===== config.mk =====
export PLATFORM = sky130hd
export DESIGN_NAME = booth_ppm_accum
export DESIGN_NICKNAME = d
export VERILOG_FILES = /design/src/rtl/booth_ppm_pkg.sv /design/src/rtl/booth_ppm_accum_csa.sv /design/src/rtl/booth_ppm_accum.sv
export SDC_FILE = /design/constraint.sdc
export NUM_CORES = 2
export LEC_CHECK = 0
export CORE_MARGIN = 5
export CORE_UTILIZATION = 55
export CTS_BUF_LIST = sky130_fd_sc_hd__clkbuf_16
export DETAILED_ROUTE_END_ITERATION = 8
export PLACE_DENSITY = 0.81
export REMOVE_ABC_BUFFERS = 1
export SLEW_MARGIN = 10
export SYNTH_ARGS = -nofsm -noshare
export SYNTH_HDL_FRONTEND = slang
export SYNTH_HIERARCHICAL = 1
export SYNTH_SLANG_ARGS = --single-unit

===== constraint.sdc =====
create_clock -name clk -period 32.9 [get_ports clk]
set_input_delay 3.29 -clock clk [delete_from_list [all_inputs] [get_ports clk]]
set_output_delay 3.29 -clock clk [all_outputs]
set_load 0.005 [all_outputs]

===== src/rtl/booth_ppm_pkg.sv =====
// Shared FSM state type and width helpers for the Booth-2 partial-product accumulator.
package booth_ppm_pkg;

  typedef enum logic [1:0] {IDLE, ACCUM, RESOLVE, DONE} state_t;

  function automatic int booth_num(input int w);
    return w / 2 + 1;
  endfunction

  function automatic int ppm_row_w(input int w);
    return w + 4;
  endfunction

  function automatic int ceil_div(input int a, input int b);
    return (a + b - 1) / b;
  endfunction

endpackage


===== src/rtl/booth_ppm_accum_csa.sv =====
// Bitwise 3:2 compressor (carry-save adder layer); carry output is unshifted.
module csa_3to2 #(
  parameter int WIDTH = 64
) (
  input  logic [WIDTH-1:0] i_a,
  input  logic [WIDTH-1:0] i_b,
  input  logic [WIDTH-1:0] i_c,
  output logic [WIDTH-1:0] o_s,
  output logic [WIDTH-1:0] o_co
);

  assign o_s  = i_a ^ i_b ^ i_c;
  assign o_co = (i_a & i_b) | (i_a & i_c) | (i_b & i_c);

endmodule


===== src/rtl/booth_ppm_accum.sv =====
// Multi-cycle carry-save reduction of a Booth-2 partial-product matrix into an unsigned product.
// Optional macro PPM_ACC_SPLIT_CPA_EN splits the final carry-propagate add over two cycles.
//
//   state   | meaning
//   IDLE    | in_ready high, waiting for a matrix
//   ACCUM   | folding ROWS_PER_CYCLE rows per cycle into sum/carry
//   RESOLVE | carry-propagate add of sum+carry into c
//   DONE    | c valid, held until the consumer takes it
module booth_ppm_accum
  import booth_ppm_pkg::*;
#(
  parameter int IN_DATA_WIDTH  = 32,
  parameter int OUT_DATA_WIDTH = 64,
  parameter int ROWS_PER_CYCLE = 2
) (
  input  logic                                                         clk,
  input  logic                                                         rst,
  input  logic                                                         in_valid,
  output logic                                                         in_ready,
  input  logic [booth_num(IN_DATA_WIDTH)*ppm_row_w(IN_DATA_WIDTH)-1:0] ppm_flat,
  output logic                                                         out_valid,
  input  logic                                                         out_ready,
  output logic [OUT_DATA_WIDTH-1:0]                                    c,
  output logic                                                         busy
);

  localparam int BOOTH_NUM = booth_num(IN_DATA_WIDTH);
  localparam int PPM_ROW_W = ppm_row_w(IN_DATA_WIDTH);
  localparam int PPM_W     = BOOTH_NUM * PPM_ROW_W;
  localparam int R         = ROWS_PER_CYCLE;
  localparam int N_ACC     = ceil_div(BOOTH_NUM, R);
  localparam int IDX_W     = $clog2(N_ACC * R + 1);
  localparam int ROWS_PAD  = 1 << IDX_W;
  localparam logic [IDX_W-1:0] LAST_IDX = IDX_W'((N_ACC - 1) * R);

  if (ROWS_PER_CYCLE < 1 || ROWS_PER_CYCLE > BOOTH_NUM) begin : g_bad_rpc
    $error("booth_ppm_accum: ROWS_PER_CYCLE must lie in 1..BOOTH_NUM");
  end

  state_t                    r_state;
  logic [PPM_W-1:0]          r_ppm;
  logic [OUT_DATA_WIDTH-1:0] r_sum;
  logic [OUT_DATA_WIDTH-1:0] r_carry;
  logic [IDX_W-1:0]          r_row_idx;
  logic [OUT_DATA_WIDTH-1:0] r_c;
  logic                      r_out_valid;
`ifdef PPM_ACC_SPLIT_CPA_EN
  localparam int LO_W = OUT_DATA_WIDTH / 2;
  localparam int HI_W = OUT_DATA_WIDTH - LO_W;
  logic                      r_half;
  logic                      r_cpa_cy;
`endif

  // Row table padded to a power of two so out-of-range indices read as zero rows.
  logic [PPM_ROW_W-1:0] w_rows [ROWS_PAD];
  for (genvar i = 0; i < ROWS_PAD; i++) begin : g_rows
    if (i < BOOTH_NUM) begin : g_real
      assign w_rows[i] = r_ppm[i*PPM_ROW_W +: PPM_ROW_W];
    end else begin : g_zero
      assign w_rows[i] = '0;
    end
  end

  logic [R:0][OUT_DATA_WIDTH-1:0] w_s;
  logic [R:0][OUT_DATA_WIDTH-1:0] w_cy;
  assign w_s[0]  = r_sum;
  assign w_cy[0] = r_carry;

  for (genvar k = 0; k < R; k++) begin : g_chain
    logic [IDX_W-1:0]          w_idx;
    logic [OUT_DATA_WIDTH-1:0] w_row;
    logic [OUT_DATA_WIDTH-1:0] w_co;
    assign w_idx = r_row_idx + IDX_W'(k);
    assign w_row = OUT_DATA_WIDTH'(w_rows[w_idx]) << {w_idx, 1'b0};
    csa_3to2 #(.WIDTH(OUT_DATA_WIDTH)) u_csa (
      .i_a (w_s[k]),
      .i_b (w_cy[k]),
      .i_c (w_row),
      .o_s (w_s[k+1]),
      .o_co(w_co)
    );
    assign w_cy[k+1] = w_co << 1;
  end

  always_ff @(posedge clk or posedge rst) begin
    if (rst) begin
      r_state     <= IDLE;
      r_ppm       <= '0;
      r_sum       <= '0;
      r_carry     <= '0;
      r_row_idx   <= '0;
      r_c         <= '0;
      r_out_valid <= 1'b0;
`ifdef PPM_ACC_SPLIT_CPA_EN
      r_half      <= 1'b0;
      r_cpa_cy    <= 1'b0;
`endif
    end else begin
      case (r_state)
        IDLE: begin
          if (in_valid) begin
            r_ppm     <= ppm_flat;
            r_sum     <= '0;
            r_carry   <= '0;
            r_row_idx <= '0;
            r_state   <= ACCUM;
          end
        end
        ACCUM: begin
          r_sum     <= w_s[R];
          r_carry   <= w_cy[R];
          r_row_idx <= r_row_idx + IDX_W'(R);
          if (r_row_idx == LAST_IDX) r_state <= RESOLVE;
        end
        RESOLVE: begin
`ifdef PPM_ACC_SPLIT_CPA_EN
          if (!r_half) begin
            {r_cpa_cy, r_c[LO_W-1:0]} <= {1'b0, r_sum[LO_W-1:0]} + {1'b0, r_carry[LO_W-1:0]};
            r_half <= 1'b1;
          end else begin
            r_c[OUT_DATA_WIDTH-1:LO_W] <= r_sum[OUT_DATA_WIDTH-1:LO_W]
                                        + r_carry[OUT_DATA_WIDTH-1:LO_W] + HI_W'(r_cpa_cy);
            r_half      <= 1'b0;
            r_out_valid <= 1'b1;
            r_state     <= DONE;
          end
`else
          r_c         <= r_sum + r_carry;
          r_out_valid <= 1'b1;
          r_state     <= DONE;
`endif
        end
        DONE: begin
          if (out_ready) begin
            r_out_valid <= 1'b0;
            r_state     <= IDLE;
          end
        end
        default: r_state <= IDLE;
      endcase
    end
  end

  assign in_ready  = (r_state == IDLE);
  assign busy      = (r_state != IDLE);
  assign out_valid = r_out_valid;
  assign c         = r_c;

endmodule

==> metrics.cfg <==
[drt]
drcViolationCount = 0
drt_iter0_markers = 2826
vias_per_cell = 6.19
drt_first_pass_iters = 6
drt_wl_total_um = 138000
vias = 31482
wl_per_cell_um = 27.2
ant_nets = 0

[logic_synthesis]
ys_ff_latch = 810
synth_cells = 3324
ys_warn_count = 6
postSynthAreaPerCell_sq_um = 13.1
synth_edf_count = 0
async_flop_share = 1.00
synth.distinct_cells = 95
seq_area_frac_synth = 0.467
syn_area_sq_um = 43400
ys.flop_type = dfrtp_1

[critical_path]
rrSetupSlack_ns = 26.60
worstSetupPathType = in2reg
cp_cell_sequence = clkdlybuf4s50_1 > nand2_4 > buf_4 > buf_4 > buf_4 > mux2_2
crit_arrival_ns = 7.82
crit_path_frequent_cell = buf_4
worstSetupStartpointType = primary input
worstPathMaxFanout = 87
crit_slowest_cell = buf_4
cpPeakStageDelay_ns = 0.96
cp-end-kind = flop
critPathRequiredTime_ns = 33.42

[power]
powerDensity_nw_per_um2 = 105
clockPowerShare = 0.171
ir_drop_mv = 0.0689
pwr-share-comb = 0.515
power.internal_mw = 3.40
p_seq_frac = 0.314
power_switching_mw = 2.27
p_sw_frac = 0.401
power_mw = 5.67
p_leak_nw = 23.0

[timing]
slew_headroom = 0.254
hold_viol_final = 0
finalClockSkew_ns = 0.0396
max_freq_mhz = 137
finalCriticalPeriod_ns = 7.29
post-route-period-util = 0.222
worstMarginPinSlew_ns = 1.12
setup_viol = 0
rsz0062_at_grt = no
slew_violations = 0
tns_ns = 0

[die]
core_sq_um = 78600
ioPinCount = 683
die_h_um = 291
initial_core_util = 0.553
die_w_um = 291
rows = 103
die-area_sq_um = 84700

[clock_tree]
cts_sinks = 810
cts_post_setup_buffers_inserted = 0
cts_root_buffer = clkbuf_16
cts.path.max_buffers = 3
numCtsBuffers = 87
cts_tree = yes
cts_max_level = 3
clk_latency_ns = 0.66
clkTransAtPathRegs_ns = 0.06
ctsHoldBuffers = 0
cts_resized = 0

[global_route]
track_usage = 0.320
gr-total-overflow = 0
antenna_found_initial = 79
grt_pass1_wl_um = 207000
grt_pass1_vias = 32867
grt_max_degree = 146

[placement]
routabilityCongestion = 0.966
hpwl_um = 103000
numPortBuffers = 682
place_area_sq_um = 50900

[cells_and_area]
final_cell_area_sq_um = 53900
syn_to_final_growth_pct = 24.0
layout.nets = 4714
final.fill_count = 5564
layout-drive-gt1-share = 0.261

[min_path]
hold_path_class = reg2reg

[run_status]
status = finished clean

[job]
maxCapViolCount = 0

layout make-up:
| cell class | count | area [sq um] | area share |
|---|---|---|---|
| Multi-Input combinational cell | 2256 | 22100 | 0.409 |
| Sequential cell | 810 | 20300 | 0.377 |
| Clock buffer | 87 | 2180 | 0.0404 |
| Tap cell | 1050 | 1310 | 0.0244 |
| Inverter | 30 | 123 | 0.00228 |
| Timing Repair Buffer | 717 | 7130 | 0.132 |
| Antenna cell | 64 | 160 | 0.00297 |
| Clock inverter | 71 | 633 | 0.0118 |
registers in the layout, indices dropped and copies added, names as in the netlist:
name,flops
c,64
out_valid,1
r_carry,63
r_ppm,612
r_row_idx,4
r_state,2
r_sum,64
power groups by stage:
stage | Clock, mW | Combinational, mW | Sequential (mW)
floorplan | 0 | 2.36 | 1.74
global placement | 0 | 2.76 | 1.75
detailed placement | 0 | 2.85 | 1.77
CTS | 0.981 | 2.88 | 1.76
global route | 1.03 | 3.15 | 1.83
finish | 0.969 | 2.93 | 1.78
final timing paths:
check,from,to,cells past startpoint
worst max-delay path,in_valid,r_ppm[80],6
worst min-delay path,c[5],c[5],1
worst max register to register,r_row_idx[2],r_sum[28],13
worst min register to register,c[5],c[5],1
max in group asynchronous,rst,r_ppm[436],5
min in group asynchronous,rst,r_ppm[553],2
placed cells by master (no fill, tap or decap), types with 56 or more instances in the layout:
cell type and instances:
mux4_2 144, mux2i_1 74, fa_1 129, clkbuf_16 87, dfrtp_1 806, nor3_1 56, a21oi_1 176, a22o_1 133
nand2_1 179, mux2_2 684, ha_1 66, o21ai_0 84, clkdlybuf4s50_1 682, nor2_1 149, diode_2 64
worst max-delay path, delay by kind of cell:
kind	cells	cell delay, ns
simple gates	1	0.68
mux	1	0.43
buf+inv	4	3.24
stage by stage:
| stage | cells | hold slack [ns] | utilization | setup WS, ns |
|---|---|---|---|---|
| after detailed placement | 4863 | 0.472 | 0.647 | 25.00 |
| after global routing | 5072 | 0.499 | 0.685 | 25.42 |
| final | 5085 | 0.482 | 0.685 | 25.61 |
| after global placement | 4863 | 0.467 | 0.647 | 25.01 |
| after floorplan | 3096 | 0.474 | - | 6.86 |
| after CTS | 5021 | 0.486 | 0.683 | 25.67 |
logic make-up after synthesis:
family / after synthesis / synth area share
AO/OA/AOI/OAI: 609 / 0.0967
XOR/XNOR: 47 / 0.00947
adder cells (fa/ha/maj): 196 / 0.0787
buffers and inverters: 261 / 0.0272
flip-flops: 810 / 0.467
multiplexers: 902 / 0.269
other: 1 / 0.0000863
AND/OR/NAND/NOR: 498 / 0.0523
synth_stat cells (all sizes together), types with 18 or more instances:
| cell type | number | area [sq um] |
|---|---|---|
| xnor2 | 33 | 289 |
| nor2 | 153 | 579 |
| a22oi | 21 | 158 |
| a211oi | 21 | 190 |
| inv | 30 | 113 |
| a22o | 133 | 1160 |
| o21ai | 94 | 478 |
| mux2 | 684 | 7700 |
| mux2i | 74 | 741 |
| nor3 | 56 | 280 |
| mux4 | 144 | 3240 |
| dfrtp | 810 | 20300 |
| a21oi | 179 | 907 |
| buf | 66 | 357 |
| ha | 67 | 838 |
| fa | 129 | 2580 |
| nand2 | 181 | 682 |
| clkbuf | 163 | 672 |
| o21bai | 18 | 135 |
| a21o | 31 | 234 |
per-layer routing:
| metal | track usage | share of wire | vias to the layer above |
|---|---|---|---|
| li1 | - | - | 13520 |
| met1 | 0.400 | 0.37 | 16178 |
| met2 | 0.512 | 0.48 | 1367 |
| met3 | 0.105 | 0.092 | 377 |
| met4 | 0.145 | 0.048 | 40 |
| met5 | 0 | 0.0018 | - |
No activity file was read; power rests on OpenSTA's default activity.
